--- src/rtl/empty_ptr_pool_if.sv ---
// Handshake bundle between the free-address pool and its users.
// master = delete/insert side, slave = the pool itself.
interface empty_ptr_pool_if #(
    parameter int A_WIDTH = 4
);
    logic [A_WIDTH-1:0] add_empty_ptr;
    logic               add_empty_ptr_en;
    logic [A_WIDTH-1:0] next_empty_ptr;
    logic               next_empty_ptr_val;
    logic               next_empty_ptr_ack;

    modport master (
        output add_empty_ptr, add_empty_ptr_en, next_empty_ptr_ack,
        input  next_empty_ptr, next_empty_ptr_val
    );

    modport slave (
        input  add_empty_ptr, add_empty_ptr_en, next_empty_ptr_ack,
        output next_empty_ptr, next_empty_ptr_val
    );
endinterface

--- src/rtl/empty_ptr_pool.sv ---
// Circular free-list of table addresses, self-filled with 0..DEPTH-1 after reset.
// Optional EMPTY_PTR_DOUBLE_FREE_CHECK_EN adds an in-pool bitmap that rejects duplicate frees.
module empty_ptr_pool #(
    parameter int A_WIDTH = 4
) (
    input  logic               clk_i,
    input  logic               rst_i,
    empty_ptr_pool_if.slave    pool,
    output logic               init_done_o,
    output logic [A_WIDTH:0]   used_cnt_o,
    output logic               overflow_o,
`ifdef EMPTY_PTR_DOUBLE_FREE_CHECK_EN
    output logic               double_free_o,
`endif
    output logic               underflow_o
);
    localparam int DEPTH = 1 << A_WIDTH;
    localparam logic [A_WIDTH:0]   CNT_FULL = (A_WIDTH+1)'(DEPTH);
    localparam logic [A_WIDTH-1:0] IDX_LAST = A_WIDTH'(DEPTH - 1);

    typedef enum logic {INIT_S, RUN_S} state_t;

    state_t             state_q, state_d;
    logic [A_WIDTH-1:0] mem [DEPTH];
    logic [A_WIDTH-1:0] wr_idx, rd_idx, init_cnt, head;
    logic               init_wr, run;
    logic               val, full, pop, push, ovf, dup;

    // ---------------- FSM ----------------
    always_ff @(posedge clk_i or posedge rst_i) begin
        if (rst_i) state_q <= INIT_S;
        else       state_q <= state_d;
    end

    always_comb begin
        state_d = state_q;
        if (state_q == INIT_S && init_cnt == IDX_LAST) state_d = RUN_S;
    end

    always_comb begin
        init_wr = 1'b0;
        run     = 1'b0;
        case (state_q)
            INIT_S:  init_wr = 1'b1;
            RUN_S:   run     = 1'b1;
            default: ;
        endcase
    end

    // ---------------- datapath ----------------
    assign head = mem[rd_idx];
    assign val  = run && (used_cnt_o != '0);
    assign full = (used_cnt_o == CNT_FULL);
    assign pop  = val && pool.next_empty_ptr_ack;

    // Full-without-pop is reported as overflow before any duplicate check.
    assign ovf  = pool.add_empty_ptr_en && (!run || (full && !pop));

`ifdef EMPTY_PTR_DOUBLE_FREE_CHECK_EN
    logic [DEPTH-1:0] in_pool;
    // Popping the same address this cycle makes re-freeing it legal.
    assign dup = pool.add_empty_ptr_en && !ovf && in_pool[pool.add_empty_ptr]
                 && !(pop && head == pool.add_empty_ptr);

    always_ff @(posedge clk_i or posedge rst_i) begin
        if (rst_i) begin
            in_pool       <= '0;
            double_free_o <= 1'b0;
        end else begin
            double_free_o <= dup;
            if (init_wr) begin
                in_pool[init_cnt] <= 1'b1;
            end else begin
                if (pop)  in_pool[head]               <= 1'b0;
                if (push) in_pool[pool.add_empty_ptr] <= 1'b1;
            end
        end
    end
`else
    assign dup = 1'b0;
`endif

    assign push = pool.add_empty_ptr_en && !ovf && !dup;

    assign pool.next_empty_ptr_val = val;
    assign pool.next_empty_ptr     = val ? head : '0;

    always_ff @(posedge clk_i) begin
        if (init_wr)   mem[init_cnt] <= init_cnt;
        else if (push) mem[wr_idx]   <= pool.add_empty_ptr;
    end

    always_ff @(posedge clk_i or posedge rst_i) begin
        if (rst_i) begin
            wr_idx      <= '0;
            rd_idx      <= '0;
            init_cnt    <= '0;
            used_cnt_o  <= '0;
            init_done_o <= 1'b0;
            overflow_o  <= 1'b0;
            underflow_o <= 1'b0;
        end else begin
            init_done_o <= (state_d == RUN_S);
            overflow_o  <= ovf;
            underflow_o <= pool.next_empty_ptr_ack && !val;
            if (init_wr) begin
                init_cnt <= init_cnt + 1'b1;
                if (state_d == RUN_S) used_cnt_o <= CNT_FULL;
            end else begin
                if (pop)  rd_idx <= rd_idx + 1'b1;
                if (push) wr_idx <= wr_idx + 1'b1;
                if (push && !pop)      used_cnt_o <= used_cnt_o + 1'b1;
                else if (pop && !push) used_cnt_o <= used_cnt_o - 1'b1;
            end
        end
    end
endmodule

--- src/flat_wrapper.sv ---
// flat-port wrapper written by rule: the top's interface ports become plain ports
module empty_ptr_pool_flat 
#(
    parameter int A_WIDTH = 4
)
  (clk_i, rst_i, init_done_o, used_cnt_o, overflow_o, underflow_o, pool_add_empty_ptr, pool_add_empty_ptr_en, pool_next_empty_ptr_ack, pool_next_empty_ptr, pool_next_empty_ptr_val);
  empty_ptr_pool_if #(.A_WIDTH(A_WIDTH)) pool_i ();
  input  logic clk_i;
  input  logic rst_i;
  output logic init_done_o;
  output logic [A_WIDTH:0] used_cnt_o;
  output logic overflow_o;
  output logic underflow_o;
  input wire logic [$bits(pool_i.add_empty_ptr)-1:0] pool_add_empty_ptr;
  input wire logic [$bits(pool_i.add_empty_ptr_en)-1:0] pool_add_empty_ptr_en;
  input wire logic [$bits(pool_i.next_empty_ptr_ack)-1:0] pool_next_empty_ptr_ack;
  output wire logic [$bits(pool_i.next_empty_ptr)-1:0] pool_next_empty_ptr;
  output wire logic [$bits(pool_i.next_empty_ptr_val)-1:0] pool_next_empty_ptr_val;
  assign pool_i.add_empty_ptr = pool_add_empty_ptr;
  assign pool_i.add_empty_ptr_en = pool_add_empty_ptr_en;
  assign pool_i.next_empty_ptr_ack = pool_next_empty_ptr_ack;
  assign pool_next_empty_ptr = pool_i.next_empty_ptr;
  assign pool_next_empty_ptr_val = pool_i.next_empty_ptr_val;
  empty_ptr_pool #(.A_WIDTH(A_WIDTH)) u_core (.clk_i(clk_i), .rst_i(rst_i), .pool(pool_i), .init_done_o(init_done_o), .used_cnt_o(used_cnt_o), .overflow_o(overflow_o), .underflow_o(underflow_o));
endmodule
--- config.mk ---
export PLATFORM = sky130hd
export DESIGN_NAME = empty_ptr_pool_flat
export DESIGN_NICKNAME = d
export VERILOG_FILES = /design/src/rtl/empty_ptr_pool_if.sv /design/src/rtl/empty_ptr_pool.sv /design/src/flat_wrapper.sv
export SDC_FILE = /design/constraint.sdc
export NUM_CORES = 1
export LEC_CHECK = 0
export CORE_ASPECT_RATIO = 0.5
export CORE_MARGIN = 3
export CORE_UTILIZATION = 64
export CTS_CLUSTER_SIZE = 24
export DETAILED_ROUTE_END_ITERATION = 10
export PLACE_DENSITY = 0.84
export SETUP_SLACK_MARGIN = 0.15
export SKIP_LAST_GASP = 1
export SYNTH_ARGS = -nofsm -noshare
export SYNTH_HDL_FRONTEND = slang
export SYNTH_SLANG_ARGS = --single-unit
--- constraint.sdc ---
create_clock -name clk_i -period 6.5 [get_ports clk_i]
set_clock_uncertainty 0.05 [all_clocks]
set_input_delay 0.975 -clock clk_i [delete_from_list [all_inputs] [get_ports clk_i]]
set_output_delay 0.975 -clock clk_i [all_outputs]
set_load 0.03 [all_outputs]
==> After elaboration in Yosys (flattened, before gate mapping) <==
Memory sizes are Yosys's and may differ from the RTL's.
Index checks and enable logic that the tools add are counted.
Widths: inputs -> output; s select.
{ "totals": {"register_bits": 20, "ramBits": 64, "input_bits": 8, "output_inout_bits": 13, "mem_count": 1} }
{ "op_classes": {"n_addsub": 5, "eq_ne": 3, "mux": 14, "bitwise_logic": 1, "reduce_logical": 21} }
{ "mem_list": {"columns": ["memory", "depth", "word_bits", "rd", "rd_ports_with_merged_regs", "wr", "line_no", "source"], "rows": [
  ["u_core.mem", 16, 4, 1, 0, 1, "empty_ptr_pool.sv:24", "logic [A_WIDTH-1:0] mem [DEPTH];"]
]} }
{ "op_table": {"columns": ["operator", "n"], "rows": [
  ["$mux 5", 4],
  ["$add 4x1->4 const B", 3],
  ["$mux 4", 3],
  ["$logic_and 1x1->1", 9],
  ["$mux 1", 7],
  ["$reduce_and 2->1", 3],
  ["$add 5x1->5 const B", 1],
  ["$eq 5x5->1 const B", 1],
  ["$logic_not 1->1", 5],
  ["$reduce_bool 5->1", 1],
  ["$sub 5x1->5 const B", 1],
  ["$eq 4x4->1 const B", 1],
  ["$reduce_or 4->1", 1],
  ["$ne 3x3->1 const B", 1],
  ["$reduce_bool 2->1", 1],
  ["$logic_or 1x1->1", 1],
  ["$not 1->1", 1]
]} }

==> Longest topological paths before layout <==
Gate-level depths: netlist (run 1).
{ "logic_depth": {"ltp_word": 14, "depth_mapped": 11, "mapped_depth_nobuf": 11} }

==> Worst setup path before layout (run 1) <==
Ideal clock, no wire load.
{ "synth_timing": {"path_type": "register -> register", "startpoint": "register u_core.used_cnt_o[0]", "endpoint": "register u_core.used_cnt_o[4]", "setup_ps": 133, "t_arrival_ps": 3022, "slack_ps": 3295, "stages_incl_launch_ff": 12, "n_path_buf": 0, "path_cell_list": "dfrtp_1 -> or4_4 -> o21ai_4 -> inv_1 -> nand2_1 -> ha_1 -> inv_1 -> ha_1 -> a21oi_1 -> nand3_1 -> a2111oi_0 -> nor2_1"} }
{ "synth_between": {"elab_chain_len": 13, "elab_cells_between_ends": 20, "cone_classes": "add/sub: 2; eq/ne: 2; mux: 3; reduce/logical: 13"} }
{ "synth_rtl": {"columns": ["item", "line_no", "source"], "rows": [
  ["start: declaration", "empty_ptr_pool.sv:10", "output logic [A_WIDTH:0] used_cnt_o,"],
  ["start signal: assignment", "empty_ptr_pool.sv:112", "if (push && !pop) used_cnt_o <= used_cnt_o + 1'b1;"],
  ["start signal: assignment", "empty_ptr_pool.sv:113", "else if (pop && !push) used_cnt_o <= used_cnt_o - 1'b1;"],
  ["$reduce_bool 5->1 (*)", "empty_ptr_pool.sv:52", "assign val = run && (used_cnt_o != '0);"],
  ["$logic_and 1x1->1 (*)", "empty_ptr_pool.sv:52", null],
  ["via pool_next_empty_ptr_val", "flat_wrapper.sv:18", "output wire logic [$bits(pool_i.next_empty_ptr_val)-1:0] pool_next_empty_ptr_val;"],
  ["$logic_and 1x1->1 (*)", "empty_ptr_pool.sv:54", "assign pop = val && pool.next_empty_ptr_ack;"],
  ["$logic_not 1->1", "empty_ptr_pool.sv:57, empty_ptr_pool.sv:112", null],
  ["$logic_and 1x1->1", "empty_ptr_pool.sv:57", "assign ovf = pool.add_empty_ptr_en && (!run || (full && !pop));"],
  ["$logic_or 1x1->1", "empty_ptr_pool.sv:57", null],
  ["$logic_and 1x1->1", "empty_ptr_pool.sv:57", null],
  ["$logic_not 1->1", "empty_ptr_pool.sv:83", "assign push = pool.add_empty_ptr_en && !ovf && !dup;"],
  ["$logic_and 1x1->1", "empty_ptr_pool.sv:83", null],
  ["$logic_not 1->1", "empty_ptr_pool.sv:113", null],
  ["$logic_and 1x1->1", "empty_ptr_pool.sv:113", null],
  ["$ne 3x3->1 (no line)", null, null],
  ["$reduce_and 2->1 (no line)", null, null]
]} }
Mark *: on every way through the listed nets, which the timed path passes. The rest lies on a longest branch. The select of a mux whose other input is x is not followed.
A chain may end at the register's enable or synchronous reset.

==> Worst setup path in the final report (run 1) <==
{ "layout_timing": {"startpoint": "input pool_next_empty_ptr_ack", "endpoint": "register u_core.used_cnt_o[4]"} }
{ "layout_between": {"elab_chain_len": 11, "elab_cells_between_ends": 14, "cone_classes": "eq/ne: 1; mux: 2; reduce/logical: 11"} }
{ "layout_rtl": {"columns": ["item", "line_no", "source"], "rows": [
  ["start: declaration", "flat_wrapper.sv:16", "input wire logic [$bits(pool_i.next_empty_ptr_ack)-1:0] pool_next_empty_ptr_ack;"],
  ["$logic_and 1x1->1 (*)", "empty_ptr_pool.sv:54", null],
  ["$logic_not 1->1", "empty_ptr_pool.sv:57, empty_ptr_pool.sv:112", null],
  ["$logic_and 1x1->1", "empty_ptr_pool.sv:57", null],
  ["$logic_or 1x1->1", "empty_ptr_pool.sv:57", null],
  ["$logic_and 1x1->1", "empty_ptr_pool.sv:57", null],
  ["$logic_not 1->1", "empty_ptr_pool.sv:83", null],
  ["$logic_and 1x1->1", "empty_ptr_pool.sv:83", null],
  ["$logic_not 1->1", "empty_ptr_pool.sv:113", null],
  ["$logic_and 1x1->1", "empty_ptr_pool.sv:113", null],
  ["$ne 3x3->1 (no line)", null, null],
  ["$reduce_and 2->1 (no line)", null, null]
]} }
Every way passes the cells marked *; elsewhere a longest branch is shown, timed or not.

==> impl_results.md, run 1 <==
- Status: complete, no violations
- Period utilisation layout: 0.607
- Largest net degree at the start of global routing: 21
- Vias in the first global route: 2468
- F_max: 0.253 GHz
- Core Region: 0.00573 mm²
- Syn avg cell area: 13.2 µm²
- Int Power: 1.22 mW
- VDD IR max: 338 µV
- IO Pins: 21
- Reg clk slew, reported paths: 60 ps
- Syn. warnings: 0
- Vias: 2514
- Worst Tran Pin Value: 913 ps
- Logic pwr share: 0.356
- Part of the power in the clock network: 0.231
- Clk Latency, worst-skew pair: 340 ps
- Num rows: 19
- Main synth FF type: edfxtp_1
- Mapped Area: 0.00395 mm²
- CTS max path bufs: 2
- CTS root buffer: clkbuf_16
- First-pass GRT wire length: 12500 µm
- P_sw: 715 µW
- Relative slew slack: 0.389
- Nets: 332
- Flops & latches, synth: 84
- Routed Wire Length: 7880 µm
- Post-synth EDFFs: 64
- Setup Fix Bufs, Post-CTS: 0
- Port bufs: 20
- Critical Path Fanout Max: 16
- Post-route DRC violation count: 0
- Leak: 1.66 nW
- CTS H-Tree Depth: 3
- Flop pwr share: 0.412
- Hold_buf cts: 0
- Post-Syn Instances: 299
- CTS tree: done
- Mapped Nets: 316
- CP Data Required Time: 6660 ps
- RSZ-0062 raised after global routing: false
- Overall Global Routing Usage: 0.247
- Hold Path Class: register to register
- Final hold violation count: 0
- Distinct cell type count after synthesis: 40
- Die Y: 61.5 µm
- Final min period: 3950 ps
- Final ANT Viol Nets: 0
- 1st-iter DRT viols: 243
- N_diodes: 0
- Overflow after GRT: 0
- MaxCap Viol Count: 0
- Fraction of registers with async set/reset: 0.238
- Post-DR wirelength/cell: 19.5 µm
- Seq/Total Area, Yosys: 0.613
- Share of cells above drive strength 1: 0.0781
- Num CTS Buffers: 9
- Final Slew Violations: 0
- Setup TNS: 0 ps
- Via density: 6.22
- Setup crit start kind: input pin
- HPWL Detailed: 5390 µm
- GPL Wtd Cong: 0.849
- Initial Util: 0.689
- Final cell count without fillers: 404
- Drt first pass iters: 6
- Post-cts resize count: 0
- PwrDens: 439 mW/mm²
- Die footprint: 0.00721 mm²
- DP Cell Count: 388
- Crit Path Category: input pin to register
- Sw Share: 0.369
- Horiz. Die Dim: 117 µm
- Worst Path Arrival: 4110 ps
- CP endpoint kind: register
- Layout overhead on the synthesized area: 11.5%
- Endpoints failing setup: 0
- Initial antenna violation count: 0
- CTS Sinks: 84
==> cell usage after synthesis (2+ instances only) <==
cell type,instances,share of area
a21boi_0,2,0.0038
a21oi_1,7,0.0089
a22oi_1,4,0.0076
a31oi_1,3,0.0048
and2_1,3,0.0048
and3b_1,3,0.0067
buf_2,5,0.0063
buf_6,5,0.014
clkbuf_1,4,0.0038
dfrtp_1,20,0.13
edfxtp_1,64,0.49
ha_1,8,0.025
inv_1,8,0.0076
mux2_2,4,0.011
mux2i_1,31,0.079
mux4_2,4,0.023
nand2_1,32,0.030
nand3_1,17,0.022
nand4_1,2,0.0032
nand4b_1,3,0.0067
nor2_1,26,0.025
nor2b_1,5,0.0079
nor3_1,2,0.0025
nor3b_1,6,0.011
o211ai_1,3,0.0057
o21ai_0,2,0.0025
o21ai_4,2,0.0082
o31ai_1,3,0.0057
xnor2_1,10,0.022
==> layer usage <==
| layer | track usage | routed length (µm) |
|---|---|---|
| met1 | 0.306 | 3280 |
| met2 | 0.395 | 3700 |
| met3 | 0.0981 | 707 |
| met4 | 0.105 | 190 |
| met5 | 0 | 0 |
==> sequential cells by signal, summed over array words and instances (netlist names) <==
| signal | count |
|---|---|
| u_core.init_cnt | 4 |
| u_core.used_cnt_o | 5 |
| u_core.overflow_o | 1 |
| u_core.rd_idx | 4 |
| u_core.wr_idx | 4 |
| u_core.state_q | 1 |
| u_core.underflow_o | 1 |
| u_core.mem | 64 |
==> final timing paths <==
check,startpoint,to,slack [ps],cells after the start
setup / recovery,pool_next_empty_ptr_ack,u_core.used_cnt_o[4],2550,11
hold / removal,u_core.init_cnt[3],u_core.init_cnt[3],510,1
setup reg to reg,u_core.used_cnt_o[0],u_core.used_cnt_o[4],2810,10
hold reg to reg,u_core.init_cnt[3],u_core.init_cnt[3],510,1
max in group asynchronous,rst_i,u_core.state_q,4870,2
min in group asynchronous,rst_i,u_core.overflow_o,1030,2
==> critical path: stages <==
cell and delay [ps]:
clkdlybuf4s50_1 490, nand2b_1 230, o21ai_4 440, inv_1 250, ha_1 240, inv_1 190, ha_1 320, a21oi_1 250
nand3_1 140, a2111oi_0 490, nor2_1 90
==> cell type report <==
class | instances | area (µm²)
clock buffer | 11 | 233
clock inverter | 5 | 28.8
fill | 359 | 1330
inverter | 8 | 30.0
multi-input combinational | 191 | 1380
sequential | 84 | 2420
tap | 84 | 105
timing repair buffer | 21 | 208
==> power by group through the flow <==
stage	clock, mW	sequential, mW	combinational, mW
after floorplan	0	0.741	0.538
after global placement	0	0.798	0.657
after detailed placement	0	0.805	0.679
after CTS	0.452	0.796	0.686
after global routing	0.475	0.813	0.744
final	0.448	0.797	0.690
==> kinds of logic after synthesis <==
logic type	Yosys count	synth area share
adder cells (fa/ha/maj)	9	0.0304
XOR/XNOR	11	0.0244
AO/OA/AOI/OAI	29	0.0539
AND/OR/NAND/NOR	103	0.127
buffers and inverters	24	0.0377
flip-flops	84	0.613
multiplexers	39	0.113
==> through the flow <==
step	util	hold slack [ps]	power, mW	setup slack (ps)	instance area [µm²]
detailed placement	0.723	500	1.48	2270	4140
global placement	0.723	492	1.46	2510	4140
finish	0.769	511	1.93	2550	4400
floorplan	-	438	1.28	3300	3950
CTS	0.769	511	1.93	2570	4400
global route	0.769	573	2.03	2400	4400
==> placed cells by master (no fill, tap or decap), types with 6 or more instances in the layout <==
master           instances
nand3_1                 17
clkdlybuf4s50_1         20
mux2i_1                 31
nor2_1                  26
xnor2_1                 10
ha_1                     8
dfrtp_1                 20
nor3b_1                  6
a21oi_1                  7
clkbuf_16                9
inv_1                    8
nand2_1                 32
edfxtp_1                64
Power figures use the tool's default switching activity.
==> run 2, diff against run 1 <==
Settings changed: CORE_UTILIZATION 64 to 54, PLACE_DENSITY 0.84 to 0.76.
Clock period 6.5 ns to 3.4 ns, I/O delays scaled along.
==> run 2 against run 1 <==
Cell area increased by 2.1%. Power grew 95%. Worst hold slack worse by 13 ps. Combinational power up 96%. Via count decreased by 3.2%. Cell count up 3.7%. Critical path depth decreased by 7. Worst setup slack lost 2300 ps. First-iteration DRC count is 21% lower. Critical endpoint is now pool_next_empty_ptr[1]. Largest cell class unchanged.
==> impl_results.md, run 2 (synthesized netlist as in run 1, its figures left out) <==
- Status: complete, no violations (unchanged)
- CP Data Required Time: 2840 ps (was 6660 ps)
- Worst Tran Pin Value: 824 ps (was 913 ps)
- Core Region: 0.00688 mm² (was 0.00573 mm²)
- GPL Wtd Cong: 0.866 (was 0.849)
- Die footprint: 0.00844 mm² (was 0.00721 mm²)
- Sw Share: 0.366 (was 0.369)
- Top reg by flops: u_core.mem (unchanged)
- Period utilisation layout: 0.924
- Final ANT Viol Nets: 0 (unchanged)
- Die Y: 66.5 µm (was 61.5 µm)
- Post-DP Area: 0.00420 mm² (was 0.00414 mm²)
- Worst Path Arrival: 2580 ps (was 4110 ps)
- VDD IR max: 584 µV (was 338 µV)
- Post-route worst setup slack: 260 ps (was 2550 ps)
- Horiz. Die Dim: 127 µm (was 117 µm)
- Leak: 1.71 nW (was 1.66 nW)
- Initial antenna violation count: 0 (unchanged)
- Commonest non-fill, non-tap cell in the layout: edfxtp_1 (unchanged)
- PwrDens: 838 mW/mm² (was 439 mW/mm²)
- Worst Hold Path EP: u_core.init_cnt[3] (unchanged)
- First-pass GRT wire length: 12300 µm (was 12500 µm)
- WHS: 498 ps (was 511 ps)
- Critical path cell sequence: mux4_2 > o211ai_1 > a21oi_1 > clkdlybuf4s50_1 (was clkdlybuf4s50_1 > nand2b_1 > o21ai_4 > inv_1 > ha_1 > inv_1 > ha_1 > a21oi_1 > nand3_1 > a2111oi_0 > nor2_1)
- Setup TNS: 0 ps (unchanged)
- Post-route cell area: 0.00450 mm² (was 0.00440 mm²)
- DP Cell Count: 402 (was 388)
- Endpoints failing setup: 0 (unchanged)
- CTS H-Tree Depth: 3 (unchanged)
- 1st-iter DRT viols: 193 (was 243)
- Final cell count without fillers: 419 (was 404)
- Final min period: 3140 ps
- Critical Path Fanout Max: 12 (was 16)
- Setup crit start kind: register (was input pin)
- Final Power: 3.77 mW (was 1.93 mW)
- Post-route DRC violation count: 0 (unchanged)
- Post-DR wirelength/cell: 18.0 µm (was 19.5 µm)
- Most frequent cells in the layout: edfxtp_1 (64), nand2_1 (32), mux2i_1 (31) (unchanged)
- Relative slew slack: 0.448 (was 0.389)
- P_sw: 1.38 mW (was 715 µW)
- Overall Global Routing Usage: 0.196 (was 0.247)
- Hold Path Class: register to register (unchanged)
- Int Power: 2.39 mW (was 1.22 mW)
- MaxCap Viol Count: 0 (unchanged)
- Num CTS Buffers: 9 (unchanged)
- N_diodes: 0 (unchanged)
- Flop pwr share: 0.401 (was 0.412)
- CTS root buffer: clkbuf_16 (unchanged)
- Routed Wire Length: 7550 µm (was 7880 µm)
- Nets: 339 (was 332)
- Worst hold stages: 1 (unchanged)
- Setup slack, reg-to-reg: 320 ps (was 2810 ps)
- Vias: 2433 (was 2514)
- RSZ-0062 raised after global routing: true (was false)
- Initial Util: 0.574 (was 0.689)
- Port bufs: 20 (unchanged)
- Worst Min Path Start: u_core.init_cnt[3] (unchanged)
- Crit-path max cell delay: 740 ps (was 490 ps)
- Logic pwr share: 0.359 (was 0.356)
- Via density: 5.81 (was 6.22)
- CTS max path bufs: 2 (unchanged)
- Biggest regs: u_core.mem x64, u_core.used_cnt_o x5 (unchanged)
- Setup WS pre-CTS: 117 ps (was 2270 ps)
- Reg clk slew, reported paths: 60 ps (about the same)
- Final Slew Violations: 0 (unchanged)
- Vias in the first global route: 2327 (was 2468)
- CP endpoint kind: primary output (was register)
- IO Pins: 21 (unchanged)
- Hold_buf cts: 0 (unchanged)
- # fillers: 509 (was 359)
- Crit Path Category: register to primary output (was input pin to register)
- FF-to-FF End: u_core.used_cnt_o[4] (unchanged)
- Layout overhead on the synthesized area: 13.9% (was 11.5%)
- Share of cells above drive strength 1: 0.119 (was 0.0781)
- Final core occ: 0.653 (was 0.769)
- Worst path slowest cell: dfrtp_1 (was clkdlybuf4s50_1)
- Drt first pass iters: 6 (unchanged)
- Worst Reg-to-Reg Cells: 11 (was 10)
- F_max: 0.318 GHz
- Overflow after GRT: 0 (unchanged)
- Final hold violation count: 0 (unchanged)
- Num rows: 21 (was 19)
- CTS Sinks: 84 (unchanged)
- Worst reg2reg startpoint: u_core.used_cnt_o[0] (unchanged)
- Clk Latency, worst-skew pair: 330 ps (was 340 ps)
- Largest net degree at the start of global routing: 21 (unchanged)
- CTS tree: done (unchanged)
- Part of the power in the clock network: 0.240 (was 0.231)
- Number of flip-flops under the largest register name: 64 (unchanged)
- HPWL Detailed: 5220 µm (was 5390 µm)
[run 2: worst max-delay path: cells and delay by family, from the launching register on]
kind	cells	cell delay (ps)
muxes	1	590
DFF	1	740
buffers and inverters	1	610
AOI/OAI and AO/OA	2	310
[run 2: what timing repair did]
action | 4_1_cts | 5_1_grt
buffers inserted | 1 | 0
pin swaps | 1 | 0
setup endpoints to repair | 1 | 5
gates resized for setup | 1 | 4
[run 2: final cells by class]
cell class | instances | area [µm²] | share of cell area
Sequential cell | 84 | 2430 | 0.540
Timing Repair Buffer | 28 | 260 | 0.0579
Clock inverter | 7 | 56.3 | 0.0125
Clock buffer | 9 | 225 | 0.0501
Inverter | 8 | 30.0 | 0.00668
Multi-Input combinational cell | 191 | 1380 | 0.308
Tap cell | 92 | 115 | 0.0256
[run 2: power groups by stage]
| stage | combinational, mW | sequential [mW] | clock, mW |
|---|---|---|---|
| floorplan | 1.03 | 1.42 | 0 |
| global route | 1.47 | 1.54 | 0.966 |
| global placement | 1.31 | 1.51 | 0 |
| CTS | 1.35 | 1.50 | 0.913 |
| finish | 1.35 | 1.51 | 0.903 |
| detailed placement | 1.33 | 1.52 | 0 |
[run 2: per-layer routing]
layer / vias to the layer above / wire length, µm / track usage
met4: 0 / 52 / 0.0521
met5: - / 0 / 0
li1: 1147 / - / -
met1: 1180 / 3480 / 0.278
met3: 9 / 592 / 0.0592
met2: 97 / 3420 / 0.296
[run 2: worst max-delay path by stage]
stage / start / to / slack (ps) / cells after the start
after floorplan: u_core.used_cnt_o[0] / u_core.used_cnt_o[4] / 200 / 11
after global placement: pool_next_empty_ptr_ack / u_core.used_cnt_o[4] / 220 / 11
after detailed placement: pool_next_empty_ptr_ack / u_core.used_cnt_o[4] / 120 / 11
after CTS: u_core.rd_idx[1] / pool_next_empty_ptr[2] / 190 / 7
after global routing: u_core.rd_idx[2] / pool_next_empty_ptr[2] / 150 / 5
final: u_core.rd_idx[2] / pool_next_empty_ptr[1] / 260 / 4
==> run 3, diff against run 2 <==
Settings changed: CORE_UTILIZATION 54 to 45, PLACE_DENSITY 0.76 to 0.65.
==> run 3 against run 2 <==
Cell count grew 5.7%. Highest routed layer unchanged. Global-route usage shrank 2.3 points. Worst setup slack better by 8.1 ps. Fmax increased by 0.26%. Sequential power is essentially flat. Critical path depth rose by 2.
==> impl_results.md, run 3 (synthesized netlist as in run 1, its figures left out) <==
- Worst Tran Pin Value: 781 ps (was 824 ps)
- Final hold violation count: 0 (unchanged)
- Post-route worst setup slack: 268 ps (was 260 ps)
- Share of cells above drive strength 1: 0.121 (was 0.119)
- Port bufs: 20 (unchanged)
- Critical path cell sequence: buf_4 > mux2i_1 > a22oi_1 > nand4b_1 > a21oi_1 > clkdlybuf4s50_1 (was mux4_2 > o211ai_1 > a21oi_1 > clkdlybuf4s50_1)
- Endpoints failing setup: 0 (unchanged)
- Leak: 1.75 nW (was 1.71 nW)
- CTS root buffer: clkbuf_16 (unchanged)
- Post-DR wirelength/cell: 18.0 µm (about the same)
- Commonest non-fill, non-tap cell in the layout: edfxtp_1 (unchanged)
- Top reg by flops: u_core.mem (unchanged)
- Worst reg2reg startpoint: u_core.used_cnt_o[0] (unchanged)
- Relative slew slack: 0.479 (was 0.448)
- GPL Wtd Cong: 0.821 (was 0.866)
- CP Data Required Time: 2840 ps (about the same)
- Status: complete, no violations (unchanged)
- Sw Share: 0.347 (was 0.366)
- Reg clk slew, reported paths: 60 ps (about the same)
- Via density: 5.41 (was 5.81)
- Horiz. Die Dim: 138 µm (was 127 µm)
- Vias in the first global route: 2352 (was 2327)
- Met1 GRT Util: 0.235 (was 0.278)
- Final Slew Violations: 0 (unchanged)
- Post-route cell area: 0.00461 mm² (was 0.00450 mm²)
- VDD IR max: 453 µV (was 584 µV)
- Worst Path Arrival: 2570 ps (was 2580 ps)
- Routed Wire Length: 8000 µm (was 7550 µm)
- First-pass GRT wire length: 12800 µm (was 12300 µm)
- Initial antenna violation count: 0 (unchanged)
- Period utilisation layout: 0.921 (was 0.924)
- Layout overhead on the synthesized area: 16.8% (was 13.9%)
- HPWL Detailed: 5570 µm (was 5220 µm)
- Overall Global Routing Usage: 0.173 (was 0.196)
- Final min period: 3130 ps (was 3140 ps)
- CP endpoint kind: primary output (unchanged)
- Hold Path Class: register to register (unchanged)
- Gr busiest metal: met2 (unchanged)
- Part of the power in the clock network: 0.275 (was 0.240)
- Initial Util: 0.478 (was 0.574)
- Crit-path max cell delay: 710 ps (was 740 ps)
- F_max: 0.319 GHz (was 0.318 GHz)
- Clk Latency, worst-skew pair: 340 ps (was 330 ps)
- Hold_buf cts: 0 (unchanged)
- Die footprint: 0.0100 mm² (was 0.00844 mm²)
- Overflow after GRT: 0 (unchanged)
- Die Y: 72.2 µm (was 66.5 µm)
- Drt first pass iters: 4 (was 6)
- 1st-iter DRT viols: 207 (was 193)
- RSZ-0062 raised after global routing: true (unchanged)
- Post-route DRC violation count: 0 (unchanged)
- Setup slack, reg-to-reg: 280 ps (was 320 ps)
- Crit Path Category: register to primary output (unchanged)
- Int Power: 2.63 mW (was 2.39 mW)
- CTS tree: done (unchanged)
- Critical Path Fanout Max: 19 (was 12)
- Setup TNS: 0 ps (unchanged)
- Vias: 2398 (was 2433)
- CTS max path bufs: 2 (unchanged)
- Post-DP Area: 0.00425 mm² (was 0.00420 mm²)
- IO Pins: 21 (unchanged)
- Num rows: 23 (was 21)
- MaxCap Viol Count: 0 (unchanged)
- M3 GR Usage: 0.0560 (was 0.0592)
- Worst hold stages: 1 (unchanged)
- Worst path slowest cell: clkdlybuf4s50_1 (was dfrtp_1)
- Final ANT Viol Nets: 0 (unchanged)
- # fillers: 659 (was 509)
- FF-to-FF End: u_core.used_cnt_o[4] (unchanged)
- Worst Hold Path EP: u_core.init_cnt[3] (unchanged)
- Nets: 343 (was 339)
- CTS Sinks: 84 (unchanged)
- Setup WS pre-CTS: 149 ps (was 117 ps)
- PwrDens: 873 mW/mm² (was 838 mW/mm²)
- Logic pwr share: 0.352 (was 0.359)
- Most frequent cells in the layout: edfxtp_1 (64), nand2_1 (32), mux2i_1 (31) (unchanged)
- Core Region: 0.00826 mm² (was 0.00688 mm²)
- P_sw: 1.40 mW (was 1.38 mW)
- Worst Reg-to-Reg Cells: 11 (unchanged)
- Setup crit start kind: register (unchanged)
- Num CTS Buffers: 9 (unchanged)
- Number of flip-flops under the largest register name: 64 (unchanged)
- M2 GR Usage: 0.270 (was 0.296)
- Biggest regs: u_core.mem x64, u_core.used_cnt_o x5 (unchanged)
- CTS H-Tree Depth: 3 (unchanged)
- Worst Min Path Start: u_core.init_cnt[3] (unchanged)
- Flop pwr share: 0.373 (was 0.401)
- Largest net degree at the start of global routing: 21 (unchanged)
- N_diodes: 0 (unchanged)
run 3: what timing repair did:
| item | 4_1_cts | 5_1_grt |
|---|---|---|
| setup endpoints to repair | 3 | 4 |
| buffers inserted | 0 | 1 |
| pin swaps | 0 | 1 |
| resized for setup | 1 | 4 |
run 3: final cells by class:
type	instances	area, µm²	area share
clock buffers	10	229	0.0496
clock inverters	6	111	0.0241
inverters	8	30.0	0.00651
multi-input cells	191	1380	0.300
flip-flops and latches	84	2430	0.526
well taps	112	140	0.0304
repair buffers	32	290	0.0629
run 3: power by group through the flow:
| stage | clock network [mW] | registers (mW) | logic (mW) |
|---|---|---|---|
| finish | 1.10 | 1.50 | 1.42 |
| global route | 1.17 | 1.53 | 1.54 |
| CTS | 1.12 | 1.49 | 1.41 |
| detailed placement | 0 | 1.51 | 1.40 |
| global placement | 0 | 1.50 | 1.39 |
| floorplan | 0 | 1.42 | 1.03 |
run 3: worst max-delay path by stage:
stage                              to                     from  slack (ps)  cells after the start
3_5_place_dp     u_core.used_cnt_o[4]  pool_next_empty_ptr_ack         150                     11
2_1_floorplan    u_core.used_cnt_o[4]     u_core.used_cnt_o[0]         200                     11
5_1_grt          u_core.used_cnt_o[4]     u_core.used_cnt_o[0]          80                     11
6_report       pool_next_empty_ptr[3]         u_core.rd_idx[1]         270                      6
3_3_place_gp     u_core.used_cnt_o[4]  pool_next_empty_ptr_ack         260                     11
4_1_cts          u_core.used_cnt_o[4]     u_core.used_cnt_o[0]         150                     11
run 3: worst max-delay path: cells and delay by family, from the launching register on:
kind,cells,cell delay (ps)
compound gates,2,390
buf+inv,2,930
flops,1,610
simple gates,1,170
mux,1,120
run 3: routing by layer:
layer | vias to the layer above | part of all wire
met5 | - | 0
met4 | 0 | 0.0085
met3 | 9 | 0.055
met2 | 60 | 0.47
met1 | 1177 | 0.47
li1 | 1152 | -
run 3: per-stage QoR:
stage / utilization / hold slack, ps / cells / total power, mW
2_1_floorplan: - / 424 / 299 / 2.45
3_3_place_gp: 0.515 / 483 / 426 / 2.89
3_5_place_dp: 0.515 / 499 / 426 / 2.91
4_1_cts: 0.556 / 513 / 442 / 4.02
5_1_grt: 0.558 / 521 / 443 / 4.24
6_report: 0.558 / 514 / 443 / 4.03
